### src/rtl/race_timer_pkg.sv
// Shared race definitions: FSM state encoding and lap-time width/saturation,
// common to the race timer and the downstream lap-time tracker.
package race_timer_pkg;

   typedef enum logic [1:0] {
      ST_IDLE    = 2'd0,
      ST_RUNNING = 2'd1,
      ST_ARMED   = 2'd2,
      ST_DONE    = 2'd3
   } race_state_t;

   localparam int TIME_W = 16;
   localparam logic [TIME_W-1:0] TIME_SAT = {TIME_W{1'b1}};

   // Increment that sticks at TIME_SAT instead of wrapping.
   function automatic logic [TIME_W-1:0] sat_inc(input logic [TIME_W-1:0] v);
      return (v == TIME_SAT) ? v : v + TIME_W'(1);
   endfunction

endpackage

### src/rtl/race_timer_if.sv
// Race timer control/status bundle: car-position inputs and lap/race status outputs.
interface race_timer_if;
   import race_timer_pkg::*;

   logic              start;
   logic              in_finish;
   logic              in_checkpoint;
   logic [TIME_W-1:0] lap_time_bin;
   logic              lap_finished;
   logic [3:0]        lap_count;
   logic              race_running;
   logic              race_done;

   modport master (
      output start, in_finish, in_checkpoint,
      input  lap_time_bin, lap_finished, lap_count, race_running, race_done
   );

   modport slave (
      input  start, in_finish, in_checkpoint,
      output lap_time_bin, lap_finished, lap_count, race_running, race_done
   );

endinterface

### src/rtl/race_timer_tick_gen.sv
// Prescaler producing a one-cycle tick every CLK_HZ/TICK_HZ enabled cycles;
// also usable for the on-screen race clock.
module race_timer_tick_gen #(
   parameter int CLK_HZ  = 65_000_000,
   parameter int TICK_HZ = 100
) (
   input  logic clk,
   input  logic rst,
   input  logic en,
   input  logic clr,
   output logic tick
);

   localparam int DIV   = CLK_HZ / TICK_HZ;
   localparam int CNT_W = (DIV > 1) ? $clog2(DIV) : 1;
   localparam logic [CNT_W-1:0] LAST = CNT_W'(DIV - 1);

   logic [CNT_W-1:0] cnt;

   always_ff @(posedge clk or posedge rst) begin
      if (rst) begin
         cnt <= '0;
      end else if (clr) begin
         cnt <= '0;
      end else if (en) begin
         cnt <= (cnt == LAST) ? '0 : cnt + CNT_W'(1);
      end
   end

   // A clear in the same cycle suppresses the tick so a restarted lap begins at 0.
   assign tick = en & ~clr & (cnt == LAST);

endmodule

### src/rtl/race_timer.sv
// Per-car lap stopwatch: validates laps via checkpoint-then-finish ordering,
// counts lap time in ticks and completed laps, and ends the race after NUM_LAPS.
module race_timer
   import race_timer_pkg::*;
#(
   parameter int CLK_HZ   = 65_000_000,
   parameter int TICK_HZ  = 100,
   parameter int NUM_LAPS = 3
) (
   input logic         clk,
   input logic         rst,
   race_timer_if.slave bus
);

   localparam logic [4:0] LAPS = 5'(NUM_LAPS);

   race_state_t       state_q, state_d;
   logic              fin_q, cp_q;
   logic              fin_rise, cp_rise;
   logic              restart, lap_edge, running, tick;
   logic [TIME_W-1:0] time_q;
   logic [3:0]        count_q;
   logic              lap_pulse_q;

   assign fin_rise = bus.in_finish & ~fin_q;
   assign cp_rise  = bus.in_checkpoint & ~cp_q;
   assign running  = (state_q == ST_RUNNING) || (state_q == ST_ARMED);

   race_timer_tick_gen #(
      .CLK_HZ  (CLK_HZ),
      .TICK_HZ (TICK_HZ)
   ) u_tick (
      .clk  (clk),
      .rst  (rst),
      .en   (running),
      .clr  (restart | lap_edge),
      .tick (tick)
   );

   always_ff @(posedge clk or posedge rst) begin
      if (rst) begin
         fin_q   <= 1'b0;
         cp_q    <= 1'b0;
         state_q <= ST_IDLE;
      end else begin
         fin_q   <= bus.in_finish;
         cp_q    <= bus.in_checkpoint;
         state_q <= state_d;
      end
   end

   // start aborts from any state, so it is decoded ahead of the per-state rules.
   always_comb begin
      state_d  = state_q;
      restart  = 1'b0;
      lap_edge = 1'b0;
      if (bus.start) begin
         state_d = ST_RUNNING;
         restart = 1'b1;
      end else begin
         unique case (state_q)
            ST_RUNNING: if (cp_rise) state_d = ST_ARMED;
            ST_ARMED: begin
               if (fin_rise) begin
                  lap_edge = 1'b1;
                  state_d  = ({1'b0, count_q} + 5'd1 == LAPS) ? ST_DONE : ST_RUNNING;
               end
            end
            default: state_d = state_q;
         endcase
      end
   end

   always_ff @(posedge clk or posedge rst) begin
      if (rst) begin
         time_q      <= '0;
         count_q     <= '0;
         lap_pulse_q <= 1'b0;
      end else begin
         lap_pulse_q <= lap_edge;
         if (restart) begin
            time_q  <= '0;
            count_q <= '0;
         end else if (lap_edge) begin
            time_q  <= '0;
            count_q <= count_q + 4'd1;
         end else if (tick) begin
            time_q  <= sat_inc(time_q);
         end
      end
   end

   assign bus.lap_time_bin = time_q;
   assign bus.lap_finished = lap_pulse_q;
   assign bus.lap_count    = count_q;
   assign bus.race_running = running;
   assign bus.race_done    = (state_q == ST_DONE);

endmodule
### src/flat_wrapper.sv
// flat-port wrapper written by rule: the top's interface ports become plain ports
module race_timer_flat import race_timer_pkg::*;
#(
   parameter int CLK_HZ   = 65_000_000,
   parameter int TICK_HZ  = 100,
   parameter int NUM_LAPS = 3
)
  (clk, rst, bus_start, bus_in_finish, bus_in_checkpoint, bus_lap_time_bin, bus_lap_finished, bus_lap_count, bus_race_running, bus_race_done);
  race_timer_if bus_i ();
  input logic clk;
  input logic rst;
  input wire logic [$bits(bus_i.start)-1:0] bus_start;
  input wire logic [$bits(bus_i.in_finish)-1:0] bus_in_finish;
  input wire logic [$bits(bus_i.in_checkpoint)-1:0] bus_in_checkpoint;
  output wire logic [$bits(bus_i.lap_time_bin)-1:0] bus_lap_time_bin;
  output wire logic [$bits(bus_i.lap_finished)-1:0] bus_lap_finished;
  output wire logic [$bits(bus_i.lap_count)-1:0] bus_lap_count;
  output wire logic [$bits(bus_i.race_running)-1:0] bus_race_running;
  output wire logic [$bits(bus_i.race_done)-1:0] bus_race_done;
  assign bus_i.start = bus_start;
  assign bus_i.in_finish = bus_in_finish;
  assign bus_i.in_checkpoint = bus_in_checkpoint;
  assign bus_lap_time_bin = bus_i.lap_time_bin;
  assign bus_lap_finished = bus_i.lap_finished;
  assign bus_lap_count = bus_i.lap_count;
  assign bus_race_running = bus_i.race_running;
  assign bus_race_done = bus_i.race_done;
  race_timer #(.CLK_HZ(CLK_HZ), .TICK_HZ(TICK_HZ), .NUM_LAPS(NUM_LAPS)) u_core (.clk(clk), .rst(rst), .bus(bus_i));
endmodule
### config.mk
export PLATFORM = sky130hd
export DESIGN_NAME = race_timer_flat
export DESIGN_NICKNAME = d
export VERILOG_FILES = /design/src/rtl/race_timer_pkg.sv /design/src/rtl/race_timer_if.sv /design/src/rtl/race_timer_tick_gen.sv /design/src/rtl/race_timer.sv /design/src/flat_wrapper.sv
export SDC_FILE = /design/constraint.sdc
export NUM_CORES = 1
export LEC_CHECK = 0
export ABC_AREA = 1
export CAP_MARGIN = 5
export CORE_UTILIZATION = 61
export DETAILED_ROUTE_END_ITERATION = 8
export PLACE_DENSITY = 0.86
export SYNTH_ARGS = -nofsm -noshare
export SYNTH_HDL_FRONTEND = slang
export SYNTH_HIERARCHICAL = 1
export SYNTH_SLANG_ARGS = --single-unit
### constraint.sdc
create_clock -name clk -period 6.3 [get_ports clk]
set_clock_uncertainty 0.2 [all_clocks]
set_input_delay 0.945 -clock clk [delete_from_list [all_inputs] [get_ports clk]]
set_output_delay 0.945 -clock clk [all_outputs]
set_load 0.05 [all_outputs]
# Word level (Yosys, flattened, before mapping)
# Cells that the tools add are included.
# totals
ff_bits	45
input_bits	5
out_inout_bits	23
word_cells	53
# op_classes
n_addsub	4
n_eq_ne	9
n_mux	18
bitwise	8
reduce_logical	7
# ops
cell	n
two-way mux 16 bit	4
two-way mux 20 bit	3
adder 20 x 1 -> 20 bit (second input constant)	1
== test 20 bit (second input constant)	1
adder 16 x 1 -> 16 bit (second input constant)	1
== test 16 bit (second input constant)	1
two-way mux 2 bit	4
two-way mux 4 bit	2
inequality test 3 x 2 -> 1 bit (second input constant)	2
nonzero test 3 bit	2
adder 4 x 1 -> 5 bit (second input constant)	1
== test 5 x 2 -> 1 bit (second input constant)	1
adder 4 x 1 -> 4 bit (second input constant)	1
bitwise AND 1 bit	4
== test 2 bit (second input constant)	2
two-way mux 1 bit	4
one-hot mux 2 bit (2 select lines)	1
nonzero test 2 bit	2
inequality test 3 x 1 -> 1 bit (second input constant)	1
NOT 1 bit	3
AND reduction 3 bit	1
== test 2 x 1 -> 1 bit (second input constant)	1
AND reduction 2 bit	1
logical OR 1 bit	1
OR 1 bit	1

# Depth between registers and ports, before layout
# logic_depth
word_depth	12
depth_mapped	13
depth_no_buf	13

# Modules after synthesis
# The synthesis kept the hierarchy.
# by_module_without_submodules
module	n_inst	cells_each	area_per_inst_um2	seq_area_each_um2
race_timer	1	198	1462.7	625.6
race_timer_tick_gen	1	195	1345.0	500.5

# Worst setup path before layout
# No wires, ideal clock.
# synth_timing
kind	input-to-reg
start	in bus_start
end	reg u_core.time_q[8] (netlist: u_core/bus.lap_time_bin[8])
setup_ns	0.117
t_arrival_ns	2.081
required_time_ns	5.983
setup_slack_ns	3.902
cell_stages	11
path_buffers	1
cell_sequence	inv_1 -> nand2_2 -> nor2_1 -> inv_1 -> nor2_1 -> inv_1 -> nor2_2 -> buf_6 -> nand3_2 -> nor2_1 -> nor2_1
# synth_via
elab_chain_len	7
word_cells_on_any_way	11
cone_classes	eq/ne (1); mux (4); bitwise (4); reduce/logical (2)
# synth_rtl
item	line_no	rtl
from (decl)	flat_wrapper.sv:12	input wire logic [$bits(bus_i.start)-1:0] bus_start;
two-way mux 1 bit	race_timer.sv:57	if (bus.start) begin
OR 1 bit (*)	race_timer.sv:36	.clr (restart | lap_edge),
NOT 1 bit (*)	race_timer_tick_gen.sv:31	assign tick = en & ~clr & (cnt == LAST);
bitwise AND 1 bit (*) (2 in a row)	race_timer_tick_gen.sv:31	
via u_core.tick	race_timer.sv:20	logic restart, lap_edge, running, tick;
nonzero test 3 bit (no line) (*)	n/a	
AND reduction 2 bit (no line) (*)	n/a	
to (signal assigned)	race_timer.sv:88	time_q <= sat_inc(time_q);
to (decl)	race_timer.sv:21	logic [TIME_W-1:0] time_q;
# The timed path passes the listed nets; every way through them passes the cells marked *.
# A chain may end at the register's enable or synchronous reset.

# Worst setup path after layout
# layout_timing
start	reg u_core.state_q[0]
end	out bus_race_running
# layout_via
elab_chain_len	2
word_cells_on_any_way	3
cone_classes	eq/ne (2); reduce/logical (1)
# layout_rtl
item	line_no	rtl
from (decl)	race_timer.sv:17	race_state_t state_q, state_d;
from (signal assigned)	race_timer.sv:48	state_q <= state_d;
== test 2 x 1 -> 1 bit / == test 2 bit (equally long branches)	race_timer.sv:27	assign running = (state_q == ST_RUNNING) || (state_q == ST_ARMED);
logical OR 1 bit (*)	race_timer.sv:27	
to (decl)	flat_wrapper.sv:18	output wire logic [$bits(bus_i.race_running)-1:0] bus_race_running;
# Every way passes the cells marked *; elsewhere a longest branch is shown, timed or not.

==> results.toml <==
[run_status]
outcome = "finished clean"

[place]
dp_hpwl_um = 4281
dp_cells = 468
dpl_cell_area_um2 = 3115
place_congestion = 0.8774
port_buffers = 27
place_ws_ns = 3.071

[power]
p_clk_share_pct = 27.8
swShare_pct = 32.85
power.leakage_uw = 0.001398
max-vdd-ir-drop_uv = 140.5
p_int_uw = 428.8
p_switching_uw = 209.7
pwr-share-comb_pct = 23.5
p_per_area_nw_per_um2 = 199.4
p_seq_share_pct = 48.8

[global_routing]
grt_pass1_vias = 2487
grt_max_degree = 26
grt_pass1_wl_um = 10460
antenna_found_initial = 0
grt_overflow = 0
track_usage_pct = 26.28

[yosys]
syn-instance-count = 393
synth_area_leaders = "dfrtp_1, nand2_1, nor2_1, inv_1, nand3_1"
synth_top_area_share_pct = 40.11
syn_nets = 405
synth_warnings = 6
netlist_area_um2 = 2808
ys_ff_latch = 45
synth_enable_flop_cells = 0
async_flop_share_pct = 100.0
synthTopCellsByCount = "nand2_1, nor2_1, inv_1, dfrtp_1, nand3_1"
ys_types = 27
ys_seq_area_share_pct = 40.11
yosysMostFrequentCell = "nand2_1"
postSynthAreaPerCell_um2 = 7.144
synth_ff_type = "dfrtp_1"
yosysTopAreaCell = "dfrtp_1"

[finish]
design_area_um2 = 3202
diodes = 0
fin_nets = 435
final_cells = 475
layout-drive-gt1-share_pct = 9.693
syn2layout_area_growth_pct = 14.04

[worst_setup_path]
slowest_delay_ns = 0.81
crit_family = "buffers and inverters"
cp_num_buf_inv = 3
cp_slowest_cell = "clkdlybuf4s50_1"
crit_path_max_fanout = 3
critPathCaptureType = "primary output"
cp_common_cell = "inv_1"
cp.required_ns = 5.15
crit_path_cell_trace = "inv_1 > ha_1 > inv_1 > clkdlybuf4s50_1"
arrival_ns = 1.94
path_class = "reg -> out"
worstSetupStartpointType = "flop"

[routing]
vias = 2528
drt_wl_total_um = 5872
ant_nets = 0
drc = 0
vias_per_cell = 5.322
drtIter0Drc = 260
wl_per_cell_um = 12.36
first_pass_iters = 4

[timing]
report.final.setup_viol = 0
fmax_mhz = 324.1
maxSlewHeadroom_pct = 33.37
hold_ws_ns = 0.3208
period_needed_ns = 3.086
worst_pin_slew_ns = 0.9984
layout_setup_ws_ns = 3.214
grt_setup_unrepaired = "no"
slew_viol_final = 0
fin_tns_setup_ns = 0
final-hold-violation-count = 0
fin_crit_sh_pct = 48.98

[clock_network]
cts.sinks = 45
cts_buffer_depth = 2
cts_hold_buf = 0
cts_setup_buffers = 0
cts_buffers = 5
cts_resized = 0
cts_tree = "done"
clk_pin_slew_ns = 0.08
htree_levels = 2
insertion_delay_ns = 0.29
clockRootBuffer = "clkbuf_8"

[flow_run]
maxCapViolations = 0

[floorplanning]
die_w_um = 69.85
fp-row-count = 24
start_util_pct = 64.04
die_area_um2 = 4878
pin_count = 28
dieHeight_um = 69.85
coreArea_um2 = 4384

[hold_path]
worst_hold_path_type = "reg -> reg"
-- worst paths after layout --
check | startpoint | end | slack, ns | cells after the start
max | u_core/state_q[0] | bus_race_running | 3.21 | 4
min | u_core/u_tick/cnt[17] | u_core/u_tick/cnt[17] | 0.32 | 2
max reg2reg | u_core/u_tick/cnt[0] | u_core/bus.lap_time_bin[10] | 3.70 | 13
min reg2reg | u_core/u_tick/cnt[17] | u_core/u_tick/cnt[17] | 0.32 | 2
max in group asynchronous | rst | u_core/bus.lap_time_bin[13] | 4.27 | 2
min in group asynchronous | rst | u_core/u_tick/cnt[6] | 0.91 | 2
-- logic make-up (layout without fill, tap and decap cells) --
| logic type | count (synthesis) | after routing | share of synthesized area, % |
|---|---|---|---|
| AND/OR/NAND/NOR | 234 | 234 | 36.41 |
| buffers and inverters | 59 | 89 | 8.467 |
| flip-flops | 45 | 45 | 40.11 |
| AO/OA/AOI/OAI | 37 | 37 | 8.467 |
| XOR/XNOR | 11 | 11 | 3.432 |
| adder cells (fa/ha/maj) | 7 | 7 | 3.119 |
-- cell type report --
class,instances,area [um^2]
clock buffers,7,86.33
fillers,355,1182
inverters,54,202.7
multi-input cells,289,1444
flip-flops and latches,45,1126
well taps,52,65.06
repair buffers,28,277.8
-- flip-flops by register name, summed over array words and instances, names as in the netlist --
signal and count:
u_core/cp_q 1, u_core/u_tick/cnt 20, u_core/bus.lap_time_bin 16, u_core/fin_q 1, u_core/bus.lap_count 4, u_core/bus.lap_finished 1
u_core/state_q 2
-- power by group through the flow --
stage          Sequential [uW]  Combinational (uW)  Clock, uW
3_5_place_dp               317                 151          0
2_1_floorplan              317                 113          0
6_report                   311                 150        177
3_3_place_gp               317                 147          0
5_1_grt                    313                 168        194
4_1_cts                    311                 152        183
-- metrics by stage --
step	utilization, %	total power, uW
floorplan	-	429.4
global placement	71.06	463.7
detailed placement	71.06	468.5
CTS	73.03	645.8
global route	73.03	674.3
finish	73.03	638.5
-- worst reg2reg max path: stages, from the launching register on --
cell	delay, ns
dfrtp_1	0.43
ha_1	0.23
nand2_2	0.08
nor2_4	0.19
inv_2	0.06
nor2_2	0.09
nand3_2	0.09
nor2_1	0.17
inv_1	0.09
nor2_2	0.47
nand2_1	0.16
nand2_1	0.11
nand2_1	0.06
nor2_1	0.11
-- metal layers --
layer | GRT usage, % | wire [um] | up-vias
li1 | - | - | 1280
met1 | 32.25 | 2618 | 1180
met2 | 46.47 | 2980 | 58
met3 | 4.506 | 195 | 10
met4 | 8.889 | 77 | 0
met5 | 0 | 0 | -
-- layout by cell type (no fill, tap or decap), drive strengths merged --
cell,count
nand3b,1
xnor2,3
o21ai,28
nor3,4
nand4,6
nor2,63
ha,7
nand2,124
nor3b,1
buf,1
and2,2
o21bai,3
clkdlybuf4s50,27
clkbuf,7
inv,54
nand3,33
a21oi,6
dfrtp,45
xor2,8
(Power assumes the default switching activity.)
